$ cat src/rtl/core_ctrl_pkg.sv
// core_ctrl_pkg: shared FSM state, redirect cause codes and reset PC default
package core_ctrl_pkg;
  typedef enum logic [1:0] {ST_RUN, ST_FLUSH, ST_HALT} state_e;
  localparam logic [2:0] CAUSE_NONE     = 3'd0;
  localparam logic [2:0] CAUSE_TRAP     = 3'd1;
  localparam logic [2:0] CAUSE_MRET     = 3'd2;
  localparam logic [2:0] CAUSE_JALR     = 3'd3;
  localparam logic [2:0] CAUSE_BR       = 3'd4;
  localparam logic [2:0] CAUSE_MISALIGN = 3'd5;
  localparam logic [31:0] RESET_PC_DEFAULT = 32'h0000_0000;
endpackage

$ cat src/rtl/redirect_prio.sv
// redirect_prio: fixed-priority redirect select (trap > mret > jalr > br) with misalign check
// Inputs are the already-gated requests and their targets; outputs are the chosen
// valid/pc/cause, purely combinational.
module redirect_prio
  import core_ctrl_pkg::*;
(
  input  logic        trap_req,
  input  logic [31:0] trap_vec,
  input  logic        mret_req,
  input  logic [31:0] mepc,
  input  logic        jalr_req,
  input  logic [31:0] jalr_tgt,
  input  logic        br_req,
  input  logic [31:0] br_tgt,
  output logic        sel_valid,
  output logic [31:0] sel_pc,
  output logic [2:0]  sel_cause
);
  logic [31:0] jalr_pc;
  logic        jalr_mis;
  logic        br_mis;
  assign jalr_pc  = {jalr_tgt[31:1], 1'b0};
  assign jalr_mis = jalr_pc[1];
  assign br_mis   = |br_tgt[1:0];
  assign sel_valid = trap_req | mret_req | jalr_req | br_req;
  // a misaligned jalr/br target diverts to the trap handler
  assign sel_pc = trap_req ? trap_vec :
                  mret_req ? mepc :
                  jalr_req ? (jalr_mis ? trap_vec : jalr_pc) :
                  br_req   ? (br_mis ? trap_vec : br_tgt) : 32'h0;
  assign sel_cause = trap_req ? CAUSE_TRAP :
                     mret_req ? CAUSE_MRET :
                     jalr_req ? (jalr_mis ? CAUSE_MISALIGN : CAUSE_JALR) :
                     br_req   ? (br_mis ? CAUSE_MISALIGN : CAUSE_BR) : CAUSE_NONE;
endmodule

$ cat src/rtl/pc_redirect_ctrl.sv
// pc_redirect_ctrl: PC redirect / pipeline flush / debug halt controller
// Inputs: trap/mret/jalr/br requests with targets, level halt_req.
// Outputs (all registered): redir_valid/redir_pc/redir_cause strobe, flush_if/flush_id,
// fetch_stall and halt_ack.
module pc_redirect_ctrl
  import core_ctrl_pkg::*;
#(
  parameter int          FLUSH_CYCLES = 2,
  parameter logic [31:0] RESET_PC     = RESET_PC_DEFAULT
) (
  input  logic        clk,
  input  logic        rst_n,
  input  logic        trap_req,
  input  logic [31:0] trap_vec,
  input  logic        mret_req,
  input  logic [31:0] mepc,
  input  logic        jalr_req,
  input  logic [31:0] jalr_tgt,
  input  logic        br_req,
  input  logic [31:0] br_tgt,
  input  logic        halt_req,
  output logic        halt_ack,
  output logic        redir_valid,
  output logic [31:0] redir_pc,
  output logic [2:0]  redir_cause,
  output logic        flush_if,
  output logic        flush_id,
  output logic        fetch_stall
);
  localparam logic [2:0] FLUSH_LOAD = 3'(FLUSH_CYCLES - 1);
  state_e      state_q, state_d;
  logic [2:0]  cnt_q, cnt_d;
  logic        valid_q, valid_d;
  logic [31:0] pc_q, pc_d;
  logic [2:0]  cause_q, cause_d;
  logic        flush_q, flush_d;
  logic        halt_q, halt_d;
  logic        run, sel_valid;
  logic [31:0] sel_pc;
  logic [2:0]  sel_cause;
  assign run = state_q == ST_RUN;
  // only traps are honoured in FLUSH; nothing is honoured in HALT
  redirect_prio u_prio (
    .trap_req  (trap_req & (state_q != ST_HALT)),
    .trap_vec  (trap_vec),
    .mret_req  (mret_req & run),
    .mepc      (mepc),
    .jalr_req  (jalr_req & run),
    .jalr_tgt  (jalr_tgt),
    .br_req    (br_req & run),
    .br_tgt    (br_tgt),
    .sel_valid (sel_valid),
    .sel_pc    (sel_pc),
    .sel_cause (sel_cause)
  );
  always_comb begin
    state_d = state_q;
    cnt_d   = cnt_q;
    valid_d = sel_valid;
    pc_d    = sel_valid ? sel_pc : pc_q;
    cause_d = sel_valid ? sel_cause : CAUSE_NONE;
    if (sel_valid) begin
      state_d = ST_FLUSH;
      cnt_d   = FLUSH_LOAD;
    end else if (state_q == ST_RUN) begin
      state_d = halt_req ? ST_HALT : ST_RUN;
    end else if (state_q == ST_FLUSH) begin
      state_d = (cnt_q == 3'd0) ? ST_RUN : ST_FLUSH;
      cnt_d   = (cnt_q == 3'd0) ? 3'd0 : cnt_q - 3'd1;
    end else begin
      state_d = halt_req ? ST_HALT : ST_RUN;
    end
    flush_d = state_d == ST_FLUSH;
    halt_d  = state_d == ST_HALT;
  end
  always_ff @(posedge clk or negedge rst_n) begin
    if (!rst_n) begin
      state_q <= ST_RUN;
      cnt_q   <= 3'd0;
      valid_q <= 1'b0;
      pc_q    <= RESET_PC;
      cause_q <= CAUSE_NONE;
      flush_q <= 1'b0;
      halt_q  <= 1'b0;
    end else begin
      state_q <= state_d;
      cnt_q   <= cnt_d;
      valid_q <= valid_d;
      pc_q    <= pc_d;
      cause_q <= cause_d;
      flush_q <= flush_d;
      halt_q  <= halt_d;
    end
  end
  assign redir_valid = valid_q;
  assign redir_pc    = pc_q;
  assign redir_cause = cause_q;
  assign flush_if    = flush_q;
  assign flush_id    = flush_q;
  assign halt_ack    = halt_q;
  assign fetch_stall = halt_q;
endmodule

$ cat config.mk
export PLATFORM = sky130hd
export DESIGN_NAME = pc_redirect_ctrl
export DESIGN_NICKNAME = d
export VERILOG_FILES = /design/src/rtl/core_ctrl_pkg.sv /design/src/rtl/redirect_prio.sv /design/src/rtl/pc_redirect_ctrl.sv
export SDC_FILE = /design/constraint.sdc
export NUM_CORES = 1
export LEC_CHECK = 0
export CAP_MARGIN = 20
export CORE_MARGIN = 4
export CORE_UTILIZATION = 40
export DETAILED_ROUTE_END_ITERATION = 8
export GPL_TIMING_DRIVEN = 0
export PLACE_DENSITY_LB_ADDON = 0.2
export SETUP_SLACK_MARGIN = 0.3
export SLEW_MARGIN = 20
export SYNTH_ARGS = -nofsm -noshare
export SYNTH_HDL_FRONTEND = slang
export SYNTH_SLANG_ARGS = --single-unit
$ cat constraint.sdc
create_clock -name clk -period 1.9 [get_ports clk]
set_clock_uncertainty 0.1 [all_clocks]
set_input_delay 0.38 -clock clk [delete_from_list [all_inputs] [get_ports clk]]
set_output_delay 0.38 -clock clk [all_outputs]
set_load 0.005 [all_outputs]
* Word level (Yosys, flattened, before mapping)
Index checks and enable logic that the tools add are counted.
** Operators by class
- Multiplexer cells :: 22
- Eq/ne operators :: 5
- Reduce and logical (&&, ||, !) cells :: 5
- Bitwise gates (word level) :: 7
- Add/sub/neg operators :: 1
** Operator list (number)
- two-way mux 32 bit :: 6
- two-way mux 3 bit :: 10
- two-way mux 2 bit :: 4
- bitwise AND 1 bit :: 4
- equality test 2 x 1 -> 1 bit (second input constant) :: 2
- zero test 3 bit :: 1
- OR 1 bit :: 3
- subtractor 3 x 1 -> 3 bit (second input constant) :: 1
- equality test 2 bit (second input constant) :: 1
- zero test 2 bit :: 1
- two-way mux 1 bit :: 2
- != test 2 x 1 -> 1 bit (second input constant) :: 1
- != test 2 bit (second input constant) :: 1
- AND reduction 2 bit :: 1
- nonzero test 2 bit :: 1
- OR reduction 2 bit :: 1
** Word-level totals
- Output and inout bits :: 40
- Flip-flop bits (word level) :: 43
- Word-level logic and storage cells :: 47
- Input bits :: 135

* Depth between registers and ports, before layout
Gate-level depths: netlist (run 1).
- Depth after elaboration :: 7
- Depth in mapped cells :: 8

* Hierarchy
From an unflattened synthesis (run 1), not the netlist that was laid out.
** Second synthesis, totals
- Cell total of the unflattened synthesis :: 369
- Area total of the unflattened synthesis :: 3627.2 µm²
** By module, submodules not included
- redirect_prio :: area each 1839.3 µm², times used 1, cells an instance 263
- pc_redirect_ctrl :: area each 1788.0 µm², times used 1, cells an instance 106

* Least setup slack after synthesis (run 1)
Ideal clock, no wire load.
- Kind :: register to register
- Start :: reg state_q[0]
- End :: reg pc_q[23], in the netlist redir_pc[23]
- Data required time :: 1.674 ns
- Cell stages (with the launch flop) :: 7
- Period minus slack after synthesis :: 1.687 ns
- Library setup time :: 0.126 ns
- Data arrival time :: 1.461 ns
- Buffers on the path :: 2
- Setup slack :: 0.213 ns
- Cells stage by stage :: dfrtp_1 or3b_1 buf_2 buf_6 nor2_1 a311oi_1 a221o_1
** On the way
- Longest elaborated chain between the ends :: 6
- Elaborated cells between the ends (all ways) :: 13
- Those cells by class :: eq/ne (1); mux (4); bitwise (7); reduce/logical (1)
** RTL lines
- start: declaration :: line pc_redirect_ctrl.sv:31 : state_e state_q, state_d;
- start signal: assignment :: line pc_redirect_ctrl.sv:86 : state_q <= state_d;
- zero test 2 bit :: line pc_redirect_ctrl.sv:41 : assign run = state_q == ST_RUN;
- bitwise AND 1 bit :: line pc_redirect_ctrl.sv:50 : .br_req (br_req & run),
- two-way mux 32 bit :: line redirect_prio.sv:30 : br_req ? (br_mis ? trap_vec : br_tgt) : 32'h0;
- two-way mux 32 bit :: line redirect_prio.sv:29 : jalr_req ? (jalr_mis ? trap_vec : jalr_pc) :
- two-way mux 32 bit :: line redirect_prio.sv:28 : mret_req ? mepc :
- two-way mux 32 bit :: line redirect_prio.sv:27 : assign sel_pc = trap_req ? trap_vec :
- end signal: assignment :: line pc_redirect_ctrl.sv:89 : pc_q <= pc_d;
- end: declaration :: line pc_redirect_ctrl.sv:34 : logic [31:0] pc_q, pc_d;
Parallel ways exist; a longest one is shown, timed or not.
A chain may end at the register's enable or synchronous reset.

* Worst setup path in the final report (run 1)
- Start :: reg state_q[1]
- End :: reg pc_q[8], in the netlist redir_pc[8]
Same word-level chain as after synthesis.

==> results of run 1 <==
[per-stage QoR]
| stage | std cells | hold WS (ps) | area [um2] | util |
|---|---|---|---|---|
| after global routing | 678 | 438.5 | 5684 | 0.7207 |
| after CTS | 677 | 419.3 | 5550 | 0.7037 |
| after floorplan | 372 | -15.59 | 3343 | - |
| after detailed placement | 645 | 307.9 | 5195 | 0.6586 |
| after global placement | 644 | 394.6 | 5172 | 0.6558 |
| final | 678 | 417.4 | 5684 | 0.7207 |
[power by group]
group	switching [mW]	internal (mW)
Sequential	0.143	1.12
Combinational	0.967	1.11
Clock	0.376	0.264
Total	1.49	2.50
[kinds of logic (layout without fill, tap and decap cells)]
| group | count (synthesis) | after routing | share of synthesized area |
|---|---|---|---|
| mux | 31 | 31 | 0.1046 |
| fa+ha+maj | 2 | 2 | 0.007523 |
| buf+inv | 48 | 252 | 0.07261 |
| flops | 43 | 43 | 0.3236 |
| simple gates | 114 | 114 | 0.1836 |
| compound gates | 134 | 134 | 0.3081 |
[layout by cell type, fill, tap and decap left out, drive strengths merged]
cell type        n
nor2b            1
or3b             1
a22oi            1
a221o           32
or3              2
and2             1
nor3b           33
nand2           32
clkinvlp         2
mux2i            1
nor4b            1
buf             55
a21oi            6
mux2            30
clkdlybuf4s15    1
and3             2
o21ai           35
dlygate4sd3      1
clkbuf          21
a311oi          30
or2              2
clkdlybuf4s50  125
dfrtp           43
or4              1
inv              4
nand3b           1
o21a            30
dlygate4sd2     43
nor2            32
ha               2
nand2b           3
nor3             2
[worst register-to-register path: stages, from the launching register on]
cell	delay [ps]
dfrtp_2	470
or3b_1	410
buf_6	160
buf_2	220
a311oi_1	300
a221o_1	150
[cell type report]
cell class / instances / area, um2
fill: 604 / 2203
multi-input combinational: 281 / 2165
timing repair buffer: 196 / 1872
sequential: 43 / 1079
buffer: 45 / 337.8
tap: 102 / 127.6
clock buffer: 5 / 68.82
clock inverter: 3 / 23.77
inverter: 3 / 11.26
[state kept, by name, summed over array words and instances (netlist names)]
| signal | count |
|---|---|
| state_q | 2 |
| redir_pc | 32 |
| redir_cause | 3 |
| redir_valid | 1 |
| flush_id | 1 |
| fetch_stall | 1 |
| cnt_q | 3 |
[metal layers]
metal  routed length, um  vias to the layer above  global-route usage  share of wire
met3                1356                       26             0.05540          0.099
li1                    -                     1817                   -              -
met2                6759                      255              0.4463           0.49
met4                 313                        0              0.1008          0.023
met5                   0                        -                   0              0
met1                5228                     1939              0.3351           0.38
[what timing repair did]
item / CTS / global route
hold buffers: 1 / 0
setup endpoints to repair: 82 / 43
endpoints found under the hold margin: 21 / 0
buffers inserted: 20 / 1
pin swaps: 4 / 9
resized for setup: 90 / 44
gates cloned: 3 / 0
[path summary, 6_finish.rpt]
path	from	end	slack (ps)	depth (start not counted)
max	state_q[1]	redir_pc[8]	40	5
min	redir_pc[29]	redir_pc[29]	420	1
max reg2reg	state_q[1]	redir_pc[8]	40	5
min reg2reg	redir_pc[29]	redir_pc[29]	420	1
max in group asynchronous	rst_n	state_q[0]	670	3
min in group asynchronous	rst_n	cnt_q[1]	510	2
==> results by group, run 1 <==
Synthesis
  – Biggest area contributors in the synthesized netlist: dfrtp_1 (32%), mux2_2 (10%), a221o_1 (9.6%), a311oi_1 (7.9%), nor3b_1 (7.2%)
  – Mapped Avg Cell Area: 8.940 um2
  – Synth top cells by count: dfrtp_1 (43), o21ai_0 (33)
  – Count leader, synth: dfrtp_1
  – Number of flops mapped to enable cells by yosys: 0
  – Distinct cell type count of the synthesized netlist: 34
  – Proportion of netlist area held by the largest area contributor: 0.3236
  – Gate Count Post-Synth: 372
  – Main flop type after synthesis: dfrtp_1
  – Fraction of the yosys area taken by sequential cells: 0.3236
  – Biggest area consumer among synthesized cells: dfrtp_1
  – Yosys warnings: 0
  – Number of synthesized register bits: 43
  – Async SR Flop Fraction: 1.000
  – Total nets after synthesis: 509
  – Synthesized cell area: 3326 um2

Timing
  – RSZ-0062 raised after global routing: true
  – Min Tclk post-route: 1857 ps
  – Number of hold violations in the final report: 0
  – Worst setup margin: 43.12 ps
  – Max-slew headroom at the worst pin: 0.6136
  – Final cycle utilization of the critical path: 0.9773
  – Final-layout setup total negative slack: 0 ps
  – Highest clock rate: 538.5 MHz
  – Slew @ Worst Pin: 579.5 ps
  – Count of endpoints failing setup in the final report: 0
  – Final number of max-transition violations: 0

Worst setup path
  – Slowest cell delay on critical path: 470 ps
  – Crit-path slowest cell: dfrtp_2
  – Cell breakdown of the critical path: or3b_1 -> buf_6 -> buf_2 -> a311oi_1 -> a221o_1
  – Data required time at the worst endpoint: 2050 ps
  – Top cell family by delay on the critical path: flip-flops
  – Kind of critical path: reg -> reg
  – Number of buffers and inverters on the critical path: 2
  – Arrival time worst endpoint: 2010 ps
  – Largest driver fanout on the critical path: 10
  – CP startpoint kind: flop
  – Type of element capturing the critical path: flop

Layout
  – Nets: 712
  – Proportion of layout cells with a drive suffix above 1: 0.2344
  – Number of inserted diodes: 0
  – Area growth from synthesis to layout: 70.92%

Placement
  – Detailed-placement wirelength estimate: 9416 um
  – Setup slack at placement: -734.0 ps
  – Buffers added on ports: 170
  – Final weighted congestion of routability-driven global placement: 0.8467

Detailed routing
  – Post-DRT Antenna Nets: 0
  – First-pass iteration count of the detailed router: 5
  – Total vias in the final route: 4,037
  – Wire length after detailed routing: 13,660 um
  – Drt first-iter violations: 221
  – DRC: 0
  – Mean number of vias per cell: 5.954
  – Detailed-route wire length per cell: 20.14 um

GRT
  – Grt ovf: 0
  – Global-route wire length before repair: 21,070 um
  – All-layer global routing usage: 0.2657
  – Maximum number of pins on one net before global-route repair: 23
  – Number of antenna violations at the first check in global routing: 0
  – Vias in the first global route: 4,217

Run status
  – Run status: completed

Floorplanning
  – Core Area: 7888 um2
  – Starting Density: 0.4216
  – Ports: 175
  – Horiz. Die Dim: 99.18 um
  – Die area: 9837 um2
  – Die span in y: 99.18 um
  – Site row count: 32

Clock network
  – Root buf cell: clkbuf_8
  – TritonCTS clock tree: done
  – Clk_lat worst skew: 310 ps
  – Number of buffers inserted during clock tree synthesis: 5
  – Clock-pin slew reported for the worst setup and hold paths after clock tree synthesis: 100 ps
  – Number of buffers between clock root and the deepest sink: 2
  – CTS H-tree lvls: 2
  – CTS Sinks: 43

Power
  – Leak pwr: 2.192 nW
  – Power Total: 3.985 mW
  – Cell Pwr Density: 701.1 nW/um2
  – IR Drop Worst-Case VDD: 0.0003906 V

Hold path
  – Kind of path behind the tightest hold check: reg -> reg

Job
  – Maximum Capacitance Violations: 0
Note: power is estimated with default switching activity, not from simulation.
==> run 2, diff against run 1 <==
--- a/config.mk
+++ b/config.mk
@@ -6,8 +6,10 @@
 export NUM_CORES = 1
 export LEC_CHECK = 0
 export CAP_MARGIN = 20
+export CELL_PAD_IN_SITES_DETAIL_PLACEMENT = 1
+export CELL_PAD_IN_SITES_GLOBAL_PLACEMENT = 2
 export CORE_MARGIN = 4
-export CORE_UTILIZATION = 40
+export CORE_UTILIZATION = 22
 export DETAILED_ROUTE_END_ITERATION = 8
 export GPL_TIMING_DRIVEN = 0
 export PLACE_DENSITY_LB_ADDON = 0.2
==> run 2 against run 1 <==
Net effect:
- critical path depth grew 1
- first-iteration DRC count fell by 27%
- total power up 11%
- critical endpoint is now redir_pc[9]
- largest cell class is now multi-input combinational cells
==> results by group, run 2 (synthesized netlist as in run 1, its figures left out) <==
Detailed routing
  – Wire length after detailed routing: 15,550 um (was 13,660 um)
  – DRC: 0 (unchanged)
  – Drt first-iter violations: 161 (was 221)
  – First-pass iteration count of the detailed router: 4 (was 5)
  – Post-DRT Antenna Nets: 0 (unchanged)
  – Total vias in the final route: 3,830 (was 4,037)
  – Detailed-route wire length per cell: 20.68 um (was 20.14 um)
  – Mean number of vias per cell: 5.093 (was 5.954)

Timing
  – Count of endpoints failing setup in the final report: 0 (unchanged)
  – Max-slew headroom at the worst pin: 0.5628 (was 0.6136)
  – Final number of max-transition violations: 0 (unchanged)
  – Highest clock rate: 544.3 MHz (was 538.5 MHz)
  – Final cycle utilization of the critical path: 0.9670 (was 0.9773)
  – Final-layout setup total negative slack: 0 ps (unchanged)
  – RSZ-0062 raised after global routing: true (unchanged)
  – Min Tclk post-route: 1837 ps (was 1857 ps)
  – Number of hold violations in the final report: 0 (unchanged)
  – Slew @ Worst Pin: 655.8 ps (was 579.5 ps)

GRT
  – All-layer global routing usage: 0.1775 (was 0.2657)
  – Met2 capacity usage during global routing: 0.2996 (was 0.4463)
  – Grt ovf: 0 (unchanged)
  – Met1 Resource Use GR: 0.2366 (was 0.3351)
  – Global-route wire length before repair: 23,650 um (was 21,070 um)
  – Number of antenna violations at the first check in global routing: 0 (unchanged)
  – Maximum number of pins on one net before global-route repair: 44 (was 23)
  – Vias in the first global route: 4,209 (was 4,217)
  – M3 GR Usage: 0.03089 (was 0.05540)
  – Routing layer with the top usage in global route: met2 (unchanged)

Worst setup path
  – Kind of critical path: reg -> reg (unchanged)
  – Arrival time worst endpoint: 1920 ps (was 2010 ps)
  – Largest driver fanout on the critical path: 10 (unchanged)
  – Type of element capturing the critical path: flop (unchanged)
  – Data required time at the worst endpoint: 1980 ps (was 2050 ps)
  – CP startpoint kind: flop (unchanged)

Layout
  – Most common cell after layout, fill and taps aside: clkdlybuf4s50_1 (unchanged)
  – Proportion of layout cells with a drive suffix above 1: 0.2500 (was 0.2344)
  – Post-Route Utilization: 0.4009 (was 0.7207)
  – Area growth from synthesis to layout: 76.52% (was 70.92%)
  – Non-filler cells in the finished layout: 752 (was 678)
  – Flip-flop count of the largest register after layout: 32 (unchanged)
  – Leading cell types in the layout, fill and taps excluded: clkdlybuf4s50_1 (125), dlygate4sd2_1 (43), dfrtp_1 (41) (unchanged)
  – Number of fillers in the final layout: 1,686 (was 604)
  – Area occupied by multi-input gates: 2232 um2 (was 2165 um2)
  – Nets: 704 (was 712)
  – Number of inserted diodes: 0 (unchanged)
  – Final Cell Area: 5871 um2 (was 5684 um2)
  – Register area: 1079 um2 (unchanged)

Clock network
  – CTS Sinks: 43 (unchanged)
  – CTS hold repair buffers: 0 (was 1)
  – Number of buffers between clock root and the deepest sink: 2 (unchanged)
  – Clk_lat worst skew: 290 ps (was 310 ps)
  – CTS H-tree lvls: 2 (unchanged)
  – Number of buffers inserted during clock tree synthesis: 5 (unchanged)
  – Root buf cell: clkbuf_16 (was clkbuf_8)
  – Clock-pin slew reported for the worst setup and hold paths after clock tree synthesis: 70 ps (was 100 ps)
  – TritonCTS clock tree: done (unchanged)

Placement
  – Detailed-placement wirelength estimate: 11,310 um (was 9416 um)
  – Instance area at placement: 5273 um2 (was 5195 um2)
  – Count of placed standard cells including taps: 726 (was 645)
  – Final weighted congestion of routability-driven global placement: 0.7590 (was 0.8467)
  – Buffers added on ports: 170 (unchanged)

Floorplanning
  – Die span in y: 131.0 um (was 99.18 um)
  – Die area: 17,150 um2 (was 9837 um2)
  – Site row count: 44 (was 32)
  – Ports: 175 (unchanged)
  – Starting Density: 0.2271 (was 0.4216)
  – Horiz. Die Dim: 131.0 um (was 99.18 um)
  – Core Area: 14,640 um2 (was 7888 um2)

Power
  – Leak pwr: 2.222 nW (was 2.192 nW)
  – Cell Pwr Density: 753.0 nW/um2 (was 701.1 nW/um2)
  – IR Drop Worst-Case VDD: 0.0003330 V (was 0.0003906 V)
  – Power Total: 4.421 mW (was 3.985 mW)

Hold path
  – Kind of path behind the tightest hold check: in -> async (was reg -> reg)

Run status
  – Run status: completed (unchanged)

Job
  – Maximum Capacitance Violations: 0 (unchanged)
[run 2: power breakdown]
group	internal, mW	switching (mW)	total [mW]
logic	1.10	0.997	2.10
registers	1.13	0.148	1.27
clock network	0.622	0.425	1.05
total	2.85	1.57	4.42
[run 2: final cells by class]
class / count / area share
multi-input combinational: 281 / 0.3802
timing repair buffer: 188 / 0.3058
sequential: 43 / 0.1837
buffer: 45 / 0.06032
tap: 184 / 0.03922
clock buffer: 5 / 0.02131
clock inverter: 3 / 0.007460
inverter: 3 / 0.001918
[run 2: metrics by stage]
step	hold slack, ps	setup slack (ps)
floorplan	-15.59	225.5
global placement	396.3	-1245
detailed placement	360.0	-791.9
CTS	29.75	75.40
global route	56.64	-13.08
finish	21.86	62.62
[run 2: final timing paths]
check	startpoint	end	slack, ps	cells after the start
setup / recovery	state_q[1]	redir_pc[9]	60	6
min in group clk	redir_pc[15]	redir_pc[15]	410	1
max in group asynchronous	rst_n	state_q[0]	1210	1
setup reg to reg	state_q[1]	redir_pc[9]	60	6
hold reg to reg	redir_pc[15]	redir_pc[15]	410	1
hold / removal	rst_n	redir_pc[8]	20	1
[run 2: metal layers]
layer	share of wire	routed length, um
met1	0.45	7042
met2	0.49	7640
met3	0.048	743
met4	0.0080	125
met5	0	0
[run 2: timing repair]
item	4_1_cts	5_1_grt
setup buffers	16	0
gates cloned	1	1
resized for setup	87	67
endpoints found under the hold margin	0	0
pin swaps	5	10
endpoints found under the setup margin	82	43
[run 2: worst max-delay path: stages, from the launching register on]
cell and delay [ps]:
dfrtp_2 470, or3b_1 400, buf_6 160, buf_6 160
nor2_1 90, a311oi_1 60, a221o_1 280
